### config.mk
export PLATFORM = sky130hd
export DESIGN_NAME = posit_encoder_16
export DESIGN_NICKNAME = d
export VERILOG_FILES = /design/src/rtl/posit_encoder_16.sv
export SDC_FILE = /design/constraint.sdc
export NUM_CORES = 1
export LEC_CHECK = 0
export CORE_MARGIN = 3
export CORE_UTILIZATION = 55
export DETAILED_ROUTE_END_ITERATION = 12
export PLACE_DENSITY = 0.79
export SLEW_MARGIN = 20
export SYNTH_ARGS = -nofsm -noshare
export SYNTH_HDL_FRONTEND = slang
export SYNTH_SLANG_ARGS = --single-unit
export TNS_END_PERCENT = 30
### constraint.sdc
create_clock -name clk -period 5.1 [get_ports clk]
set_clock_uncertainty 0.1 [all_clocks]
set_input_delay 1.02 -clock clk [delete_from_list [all_inputs] [get_ports clk]]
set_output_delay 1.02 -clock clk [all_outputs]
set_load 0.02 [all_outputs]
### src/rtl/posit_encoder_16.sv
// posit_encoder_16: two-stage posit encoder with valid/ready handshaking.
//   Stage 1 builds the regime/exponent/fraction bit string and splits it into
//   the kept magnitude, guard bit and sticky bit. Stage 2 rounds to nearest
//   even, saturates, applies the sign and handles the special values.
// Ports:
//   clk, rst_n           clock, asynchronous active-low reset
//   input_valid/ready    operand handshake (input_ready has no path from input_valid)
//   sign, scale, frac    sign, signed power-of-two exponent, fraction below hidden 1
//   sticky               OR of fraction bits already discarded upstream
//   in_zero, in_inf      exact zero / NaR operand (in_inf wins)
//   r                    encoded posit
//   output_valid/ready   result handshake
//   inf, zero            r is NaR / r is zero
module posit_encoder_16 #(
    parameter int unsigned N  = 16,
    parameter int unsigned es = 1
) (
    input  logic         clk,
    input  logic         rst_n,
    input  logic         input_valid,
    output logic         input_ready,
    input  logic         sign,
    input  logic [7:0]   scale,
    input  logic [15:0]  frac,
    input  logic         sticky,
    input  logic         in_zero,
    input  logic         in_inf,
    output logic [N-1:0] r,
    output logic         output_valid,
    input  logic         output_ready,
    output logic         inf,
    output logic         zero
);

    // Full bit string: 2 regime seed bits, exponent, fraction, plus room to shift.
    localparam int unsigned W = 2 + es + 16 + N - 1;
    localparam int MaxScaleI = int'((N - 2) << es);
    localparam logic signed [7:0] MaxScale = 8'(MaxScaleI);
    localparam logic signed [7:0] MinScale = -MaxScale;

    // Pipeline state
    logic         v1_q, v2_q;
    logic         sign1_q, inf1_q, zero1_q;
    logic [N-2:0] mag1_q;
    logic         guard1_q, sticky1_q;
    logic [N-1:0] r_q;
    logic         inf_q, zero_q;

    logic en1, en2;

    always_comb begin
        en2         = !v2_q || output_ready;
        en1         = !v1_q || en2;
        input_ready = en1;
    end

    // Stage 1: regime via arithmetic shift of a two-bit seed. For k >= 0 the
    // seed is 10 shifted by k (k+1 ones, then 0); for k < 0 it is 01 shifted
    // by -k-1 (-k zeros, then 1).
    logic signed [7:0]   scale_s, k;
    logic [es-1:0]       e;
    logic [7:0]          sh;
    logic signed [W-1:0] body, shifted;
    logic [N-2:0]        mag_c;
    logic                guard_c, sticky_c;

    always_comb begin
        scale_s  = $signed(scale);
        k        = scale_s >>> es;
        e        = scale[es-1:0];
        sh       = k[7] ? ~k : k;
        body     = {~k[7], k[7], e, frac, {(N - 1){1'b0}}};
        shifted  = body >>> sh;
        mag_c    = shifted[W-1 -: N-1];
        guard_c  = shifted[W-N];
        sticky_c = (|shifted[W-N-1:0]) | sticky;
        if (scale_s > MaxScale) begin
            mag_c    = '1;
            guard_c  = 1'b0;
            sticky_c = 1'b0;
        end else if (scale_s < MinScale) begin
            mag_c    = {{(N - 2){1'b0}}, 1'b1};
            guard_c  = 1'b0;
            sticky_c = 1'b0;
        end
    end

    // Stage 2: round to nearest even, clamp a carry out of maxpos, apply sign.
    logic         round_up;
    logic [N-1:0] sum, mag_ext, r_c;

    always_comb begin
        round_up = guard1_q & (mag1_q[0] | sticky1_q);
        sum      = {1'b0, mag1_q} + {{(N - 1){1'b0}}, round_up};
        mag_ext  = sum[N-1] ? {1'b0, {(N - 1){1'b1}}} : sum;
        if (inf1_q) begin
            r_c = {1'b1, {(N - 1){1'b0}}};
        end else if (zero1_q) begin
            r_c = '0;
        end else if (sign1_q) begin
            r_c = -mag_ext;
        end else begin
            r_c = mag_ext;
        end
    end

    always_ff @(posedge clk or negedge rst_n) begin
        if (!rst_n) begin
            v1_q      <= 1'b0;
            sign1_q   <= 1'b0;
            inf1_q    <= 1'b0;
            zero1_q   <= 1'b0;
            mag1_q    <= '0;
            guard1_q  <= 1'b0;
            sticky1_q <= 1'b0;
            v2_q      <= 1'b0;
            r_q       <= '0;
            inf_q     <= 1'b0;
            zero_q    <= 1'b0;
        end else begin
            if (en1) begin
                v1_q      <= input_valid;
                sign1_q   <= sign;
                // Flags only set for real operands so bubbles never look special.
                inf1_q    <= input_valid & in_inf;
                zero1_q   <= input_valid & in_zero & ~in_inf;
                mag1_q    <= mag_c;
                guard1_q  <= guard_c;
                sticky1_q <= sticky_c;
            end
            if (en2) begin
                v2_q   <= v1_q;
                r_q    <= r_c;
                inf_q  <= inf1_q;
                zero_q <= zero1_q;
            end
        end
    end

    always_comb begin
        r            = r_q;
        output_valid = v2_q;
        inf          = inf_q;
        zero         = zero_q;
    end

endmodule

# == After elaboration in Yosys (flattened, before gate mapping) ==
# Index checks and enable logic that the tools add are counted.
# op_classes
n_addsub,2
magnitude_cmp,2
shift,1
n_mux,11
bitwise_logic,9
reduce_logical,5
# op_table
operator,n
$mux W16,3
$mux W15,3
$sshr A34 B8 Y34,1
$reduce_or A18 Y1,1
$add A15 B1 Y16,1
$neg A15 Y16,1
$gt A8 B6 Y1 const B,1
$lt A8 B6 Y1 const B,1
$mux W8,1
$not A7 Y8,1
$and A1 B1 Y1,4
$mux W1,4
$logic_not A1 Y1,2
$logic_or A1 B1 Y1,2
$not A1 Y1,2
$or A1 B1 Y1,2
# totals
regBits,40
inputBits,32
output_inout_bits,20
elab_cells,41

# == Logic depth before layout (Yosys ltp) ==
# Gate-level depths: netlist (run 1).
# logic_depth
depth_word,8
ltp_mapped,12
depth_no_buf,11

# == Least setup slack after synthesis (run 1) ==
# OpenSTA, ideal clock, no wires.
# synth_timing
path_kind,input-to-output
startpoint,input port output_ready
endpoint,output port input_ready
t_arrival_ps,2167
required_ps,3980
setup_slack_ps,1813
path_stages,6
n_path_buf,3
path_cell_list,nor2b_1 and2_1 clkbuf_1 inv_1 clkbuf_1 clkbuf_1
# synth_via
elab_chain_cells,2
# synth_rtl
element,line_no,source
from (decl),30,"input logic output_ready,"
$logic_or A1 B1 Y1,52,en2 = !v2_q || output_ready;
$logic_or A1 B1 Y1,53,en1 = !v1_q || en2;
to (decl),21,"output logic input_ready,"
# No other way between the ends.

# == Worst setup path after layout (run 1) ==
# Ends and elaborated chain as after synthesis.

==> run_results.csv, run 1 <==
group,metric,value,unit
yosys,synth_largest_area_cell,"dfrtp_1",
sta,worst_slack,1.00,ns
setup_path,crit_chain,"clkdlybuf4s50_1 > nor2b_1 > buf_4 > and2_1 > inv_1 > buf_4 > clkdlybuf4s50_1",
cts,clock-root-buffer,"clkbuf_8",
sta,rsz0062_at_grt,"false",
setup_path,critPathCaptureType,"output port",
cts,ctsResizeCount,0,
grt,grt_max_degree,58,
sta,hold_violations,0,
placed_design,gp_congestion,0.999,
layout,fin_util,66.2,%
sta,worstMarginPinSlew,1.04,ns
job,max-cap-violations,0,
cts,cts_tree,"yes",
yosys,synth_top_flop_cell,"dfrtp_1",
yosys,synth_area_leaders,"dfrtp_1 23%, mux2_2 6.4%, nand2_1 4.8%",
route,ant_nets,0,
die,die_area,9100,µm²
die,core_area,7490,µm²
layout,nNetsFinal,619,
cts,clkSinkCount,40,
die,io_pins,52,
yosys,yosysUniqueCellTypes,80,
grt,grt.overflow.total,0,
sta,slew_headroom,30.8,%
yosys,synth-seq-cells,40,
yosys,synth_top_cell_area_share,22.8,%
layout,fillCellCount,677,
layout,area_growth,12.8,%
placed_design,portBuffers,51,
setup_path,required,3.98,ns
cts,cts.clk_slew.worst_paths,0.08,ns
placed_design,dpl_worst_slack,1.01,ns
yosys,syn_nets,603,
cts,cts_setup_buffers,0,
setup_path,crit_buf_inv,5,
grt,grt_pass1_vias,4246,
sta,max_freq,0.244,GHz
sta,finalSetupViolCount,0,
grt,track_usage,28.9,%
yosys,ys_seq_area_share,22.8,%
yosys,yosysWarnings,0,
sta,period_minus_slack,4.10,ns
yosys,netlist_instances,565,
route,num_vias,4594,
cts,cts_buffers,5,
setup_path,critPathLaunchType,"input pin",
setup_path,arrival,2.98,ns
layout,drive_above_1_share,11.2,%
sta,finalSetupTns,0,ns
setup_path,crit_type,"input pin to output port",
die,die_h,95.4,µm
route,wirelength,12.6,mm
outcome,run_status,"complete, no violations",
grt,grt_antenna_before_repair,0,
yosys,netlist_area,4390,µm²
min_path,hp-class,"flop to flop",
placed_design,dp_hpwl,9.50,mm
setup_path,critPathTopFamily,"buffers and inverters",
layout,diodes,0,
grt,grt_pass1_wl,21.1,mm
die,die_w,95.4,µm
route,drtIter0Drc,387,
layout,instances_no_fill,681,
yosys,async_reset_ff_share,100,%
cts,postCtsHoldBufs,0,
route,dr.pass1.iters,6,
sta,whs,0.365,ns
die,initial_core_util,58.7,%
cts,htreeDepth,2,
cts,insertion_delay,0.30,ns
sta,final_max_slew_viol_count,0,
sta,period_share,80.4,%
pwr,p_per_area,250,nW/µm²
route,route.detailed.drc,0,
placed_design,placedCellCount,673,
route,via_per_inst,6.75,
pwr,ir_drop,0.207,mV
die,rows,31,
route,detail_route.wl_per_cell,18.6,µm
yosys,syn_area_per_cell,7.78,µm²
setup_path,cp_max_fo,23,
setup_path,cpPeakStageDelay,0.56,ns
setup_path,crit_slowest_cell,"clkdlybuf4s50_1",
cts,cts.path.max_buffers,2,
pwr,power_leakage,1.90,nW
yosys,synth-edff-count,0,
## cells by family after synthesis
group	share of synthesized area (%)
AND/OR/NAND/NOR	24.6
buffers and inverters	6.04
adder cells (fa/ha/maj)	2.39
AO/OA/AOI/OAI	28.3
XOR/XNOR	4.22
multiplexers	11.6
flip-flops	22.8
## cell usage after synthesis, types with 4 or more instances
cell,number
nand3_1,17
o221ai_1,12
nor2b_1,15
o211ai_1,5
and3_1,7
o21a_1,4
and2_1,6
o31ai_1,5
mux2i_1,16
o21ai_0,39
ha_1,6
o22ai_1,22
a21oi_1,28
a31oi_1,6
buf_2,11
or3_1,9
dfrtp_1,40
nor3_1,17
xor2_1,9
buf_4,6
nand2_1,56
a22o_1,5
clkbuf_1,28
buf_1,4
nor2_1,50
inv_1,12
a211oi_1,5
mux2_2,25
or2_2,5
xnor2_1,9
nand2b_1,6
## per-stage QoR
step	power [mW]	cell area [µm²]
detailed placement	0.971	4840
finish	1.24	4960
global placement	0.957	4840
floorplan	0.785	4390
CTS	1.23	4960
global route	1.31	4960
## routing by layer
layer	up-vias	part of all wire [%]	track usage (%)
met5	-	0	0
met2	214	43	41.9
li1	2156	-	-
met1	2212	46	44.2
met4	0	0.74	4.27
met3	12	10	7.10
## cells in the final DEF, fill, tap and decap left out, types with 7 or more instances in the layout
master	n
inv_1	12
a21oi_1	28
nand3_1	17
or3_1	9
buf_4	7
nor2b_1	15
nor2_1	50
and3_1	7
clkdlybuf4s50_1	48
o21ai_0	39
xnor2_1	9
dfrtp_1	40
o221ai_1	12
mux2_2	25
xor2_1	9
mux2i_1	16
nand2_1	56
o22ai_1	22
nor3_1	17
## final cells by class
cell class	count	area (µm²)	area share [%]
multi-input cells	464	3130	63.1
flip-flops and latches	40	1000	20.2
repair buffers	58	548	11.1
well taps	99	124	2.50
clock buffers	5	68.8	1.39
inverters	12	45.0	0.909
clock inverters	3	42.5	0.858
## state kept, by name (all words and copies together), names as in the netlist
register	flops
zero1_q	1
zero	1
output_valid	1
inf	1
r	16
inf1_q	1
guard1_q	1
sticky1_q	1
sign1_q	1
mag1_q	15
v1_q	1
## power by group
group / internal (mW) / switching [mW]
clock: 0.145 / 0.117
combinational: 0.239 / 0.312
sequential: 0.370 / 0.0546
total: 0.753 / 0.485
## path summary, 6_finish.rpt
kind,from,endpoint,slack [ns],cells past startpoint
min reg2reg,v1_q$_DFFE_PN0P_,output_valid$_DFFE_PN0P_,0.36,1
max reg2reg,sticky1_q$_DFFE_PN0P_,r[15]$_DFFE_PN0P_,1.43,9
max in group asynchronous,rst_n,r[12]$_DFFE_PN0P_,3.60,1
max,output_ready,input_ready,1.00,7
min in group asynchronous,rst_n,mag1_q[11]$_DFFE_PN0P_,0.74,1
min,v1_q$_DFFE_PN0P_,output_valid$_DFFE_PN0P_,0.36,1
Power figures use the tool's default switching activity.
==> run 2, diff against run 1 <==
==> constraint.sdc (replaced) <==
create_clock -name clk -period 3.8 [get_ports clk]
set_clock_uncertainty 0.1 [all_clocks]
set_input_delay 0.76 -clock clk [delete_from_list [all_inputs] [get_ports clk]]
set_output_delay 0.76 -clock clk [all_outputs]
set_load 0.02 [all_outputs]
==> run 2 against run 1 <==
Against the previous run: count of clock-buffer cells in the layout stayed put; combinational power rose by 38%; worst hold slack improved by 0.013 ns; non-clock buffer count up 16; critical path depth up 5; wire length grew 5.5%; power grew 30%; global-route usage rose by 1.1 points; cell count increased by 2.3%; design area is 2.2% higher; sequential share of layout area fell by 0.43 points; largest power group unchanged.
==> run_results.csv, run 2 (synthesis gave the netlist of run 1 again) <==
group,metric,value,unit
pwr,ir_drop,0.385,mV
layout,largest_register_ffs,16,
sta,max_freq,0.306,GHz
cts,cts.clk_slew.worst_paths,0.08,ns
layout,nNetsFinal,635,
route,detail_route.wl_per_cell,19.1,µm
sta,final_max_slew_viol_count,0,
layout,final_common_cell,"nand2_1",
sta,finalSetupViolCount,0,
min_path,hp-class,"flop to flop",
grt,grt_pass1_wl,21.7,mm
layout,area_growth,15.3,%
sta,finalSetupTns,0,ns
setup_path,arrival,3.34,ns
die,die_w,95.4,µm
job,max-cap-violations,0,
die,core_area,7490,µm²
route,routed-wl-met2,5.60,mm
grt,grt.overflow.total,0,
sta,slew_headroom,42.0,%
die,rows,31,
setup_path,crit_chain,"o21a_1 > ha_1 > nand3_1 > nor4_1 > buf_4 > nor2_1 > ha_1 > and3_1 > or4b_4 > o41ai_2 > xor2_1 > o21ai_1",
outcome,run_status,"complete, no violations",
cts,cts_setup_buffers,0,
pwr,p_per_area,319,nW/µm²
setup_path,critPathCaptureType,"flop",
sta,period_share,86.1,%
route,route.top_layer_used,"met4",
route,dr_wl_met3,1.24,mm
setup_path,r2r_cells,12,
layout,layout_common_cells,"56 x nand2_1, 50 x nor2_1, 48 x clkdlybuf4s50_1",
cts,cts_tree,"yes",
route,ant_nets,0,
route,via_per_inst,6.72,
cts,cts_buffers,5,
placed_design,dpl_worst_slack,0.420,ns
layout,drive_above_1_share,13.5,%
cts,clkSinkCount,40,
sta,worstMarginPinSlew,0.870,ns
sta,worst_slack,0.527,ns
route,route.detailed.drc,0,
route,drtIter0Drc,444,
cts,ctsResizeCount,0,
sta,rsz0062_at_grt,"false",
route,drt-met1-wl,6.46,mm
layout,diodes,0,
pwr,power_leakage,1.97,nW
die,initial_core_util,58.7,%
setup_path,path_common_cell,"ha_1",
setup_path,critPathLaunchType,"flop",
die,io_pins,52,
setup_path,cp_max_fo,5,
cts,htreeDepth,2,
min_path,holdPathStages,1,
setup_path,required,3.86,ns
pwr,p_total,1.61,mW
route,dr.pass1.iters,5,
grt,grt_max_degree,41,
placed_design,placedCellCount,689,
sta,hold_violations,0,
setup_path,crit_slowest_cell,"or4b_4",
setup_path,cpPeakStageDelay,0.51,ns
die,die_h,95.4,µm
route,wirelength,13.3,mm
sta,period_minus_slack,3.27,ns
cts,postCtsHoldBufs,0,
grt,grt_pass1_vias,4241,
setup_path,crit_type,"flop to flop",
layout,instances_no_fill,697,
cts,clock-root-buffer,"clkbuf_8",
grt,grt_antenna_before_repair,0,
placed_design,portBuffers,51,
placed_design,gp_congestion,1.04,
route,num_vias,4681,
die,die_area,9100,µm²
cts,cts.path.max_buffers,2,
placed_design,dp_hpwl,10.1,mm
grt,track_usage,30.0,%
cts,insertion_delay,0.29,ns
==> run 2: cell types whose count changed in the layout (fill, tap and decap cells not counted), sizes merged <==
cell	change
buf	+16
bufinv	-1
clkinv	+2
clkinvlp	-1
==> run 2: per-stage QoR <==
step / hold slack (ns) / utilization [%] / area (µm²)
detailed placement: 0.356 / 66.5 / 4980
CTS: 0.374 / 67.7 / 5060
global placement: 0.344 / 66.5 / 4980
finish: 0.378 / 67.7 / 5060
floorplan: 0.330 / - / 4390
global route: 0.398 / 67.7 / 5060
==> run 2: routing by layer <==
| metal | up-vias | global-route usage [%] |
|---|---|---|
| met4 | 0 | 4.15 |
| met1 | 2259 | 48.5 |
| met3 | 5 | 6.55 |
| met2 | 230 | 41.1 |
| li1 | 2187 | - |
| met5 | - | 0 |
==> run 2: worst paths after layout <==
check | from | endpoint | slack, ns
max reg2reg | sticky1_q$_DFFE_PN0P_ | r[14]$_DFFE_PN0P_ | 0.53
min | v1_q$_DFFE_PN0P_ | output_valid$_DFFE_PN0P_ | 0.38
max | sticky1_q$_DFFE_PN0P_ | r[14]$_DFFE_PN0P_ | 0.53
min reg2reg | v1_q$_DFFE_PN0P_ | output_valid$_DFFE_PN0P_ | 0.38
max in group asynchronous | rst_n | r[9]$_DFFE_PN0P_ | 2.58
min in group asynchronous | rst_n | mag1_q[14]$_DFFE_PN0P_ | 0.47
==> run 2: power breakdown <==
group	internal, mW	total [mW]	switching [mW]
sequential	0.496	0.570	0.0732
combinational	0.332	0.762	0.430
clock	0.128	0.282	0.154
==> run 2: cell type report <==
class                   count  area (µm²)
flip-flops and latches     40        1000
inverters                  12        45.0
well taps                  99         124
multi-input cells         464        3130
clock buffers               5        68.8
clock inverters             3        18.8
fillers                   623        2420
repair buffers             74         681
==> run 2: critical path: cells and delay by family, from the launching register on <==
kind                       cells  cell delay (ns)
and+or+nand+nor                5             1.18
adders and majority gates      2             0.45
xor gates and xnor gates       1             0.18
buffers and inverters          1             0.18
DFF                            1             0.42
AOI/OAI and AO/OA              3             0.65
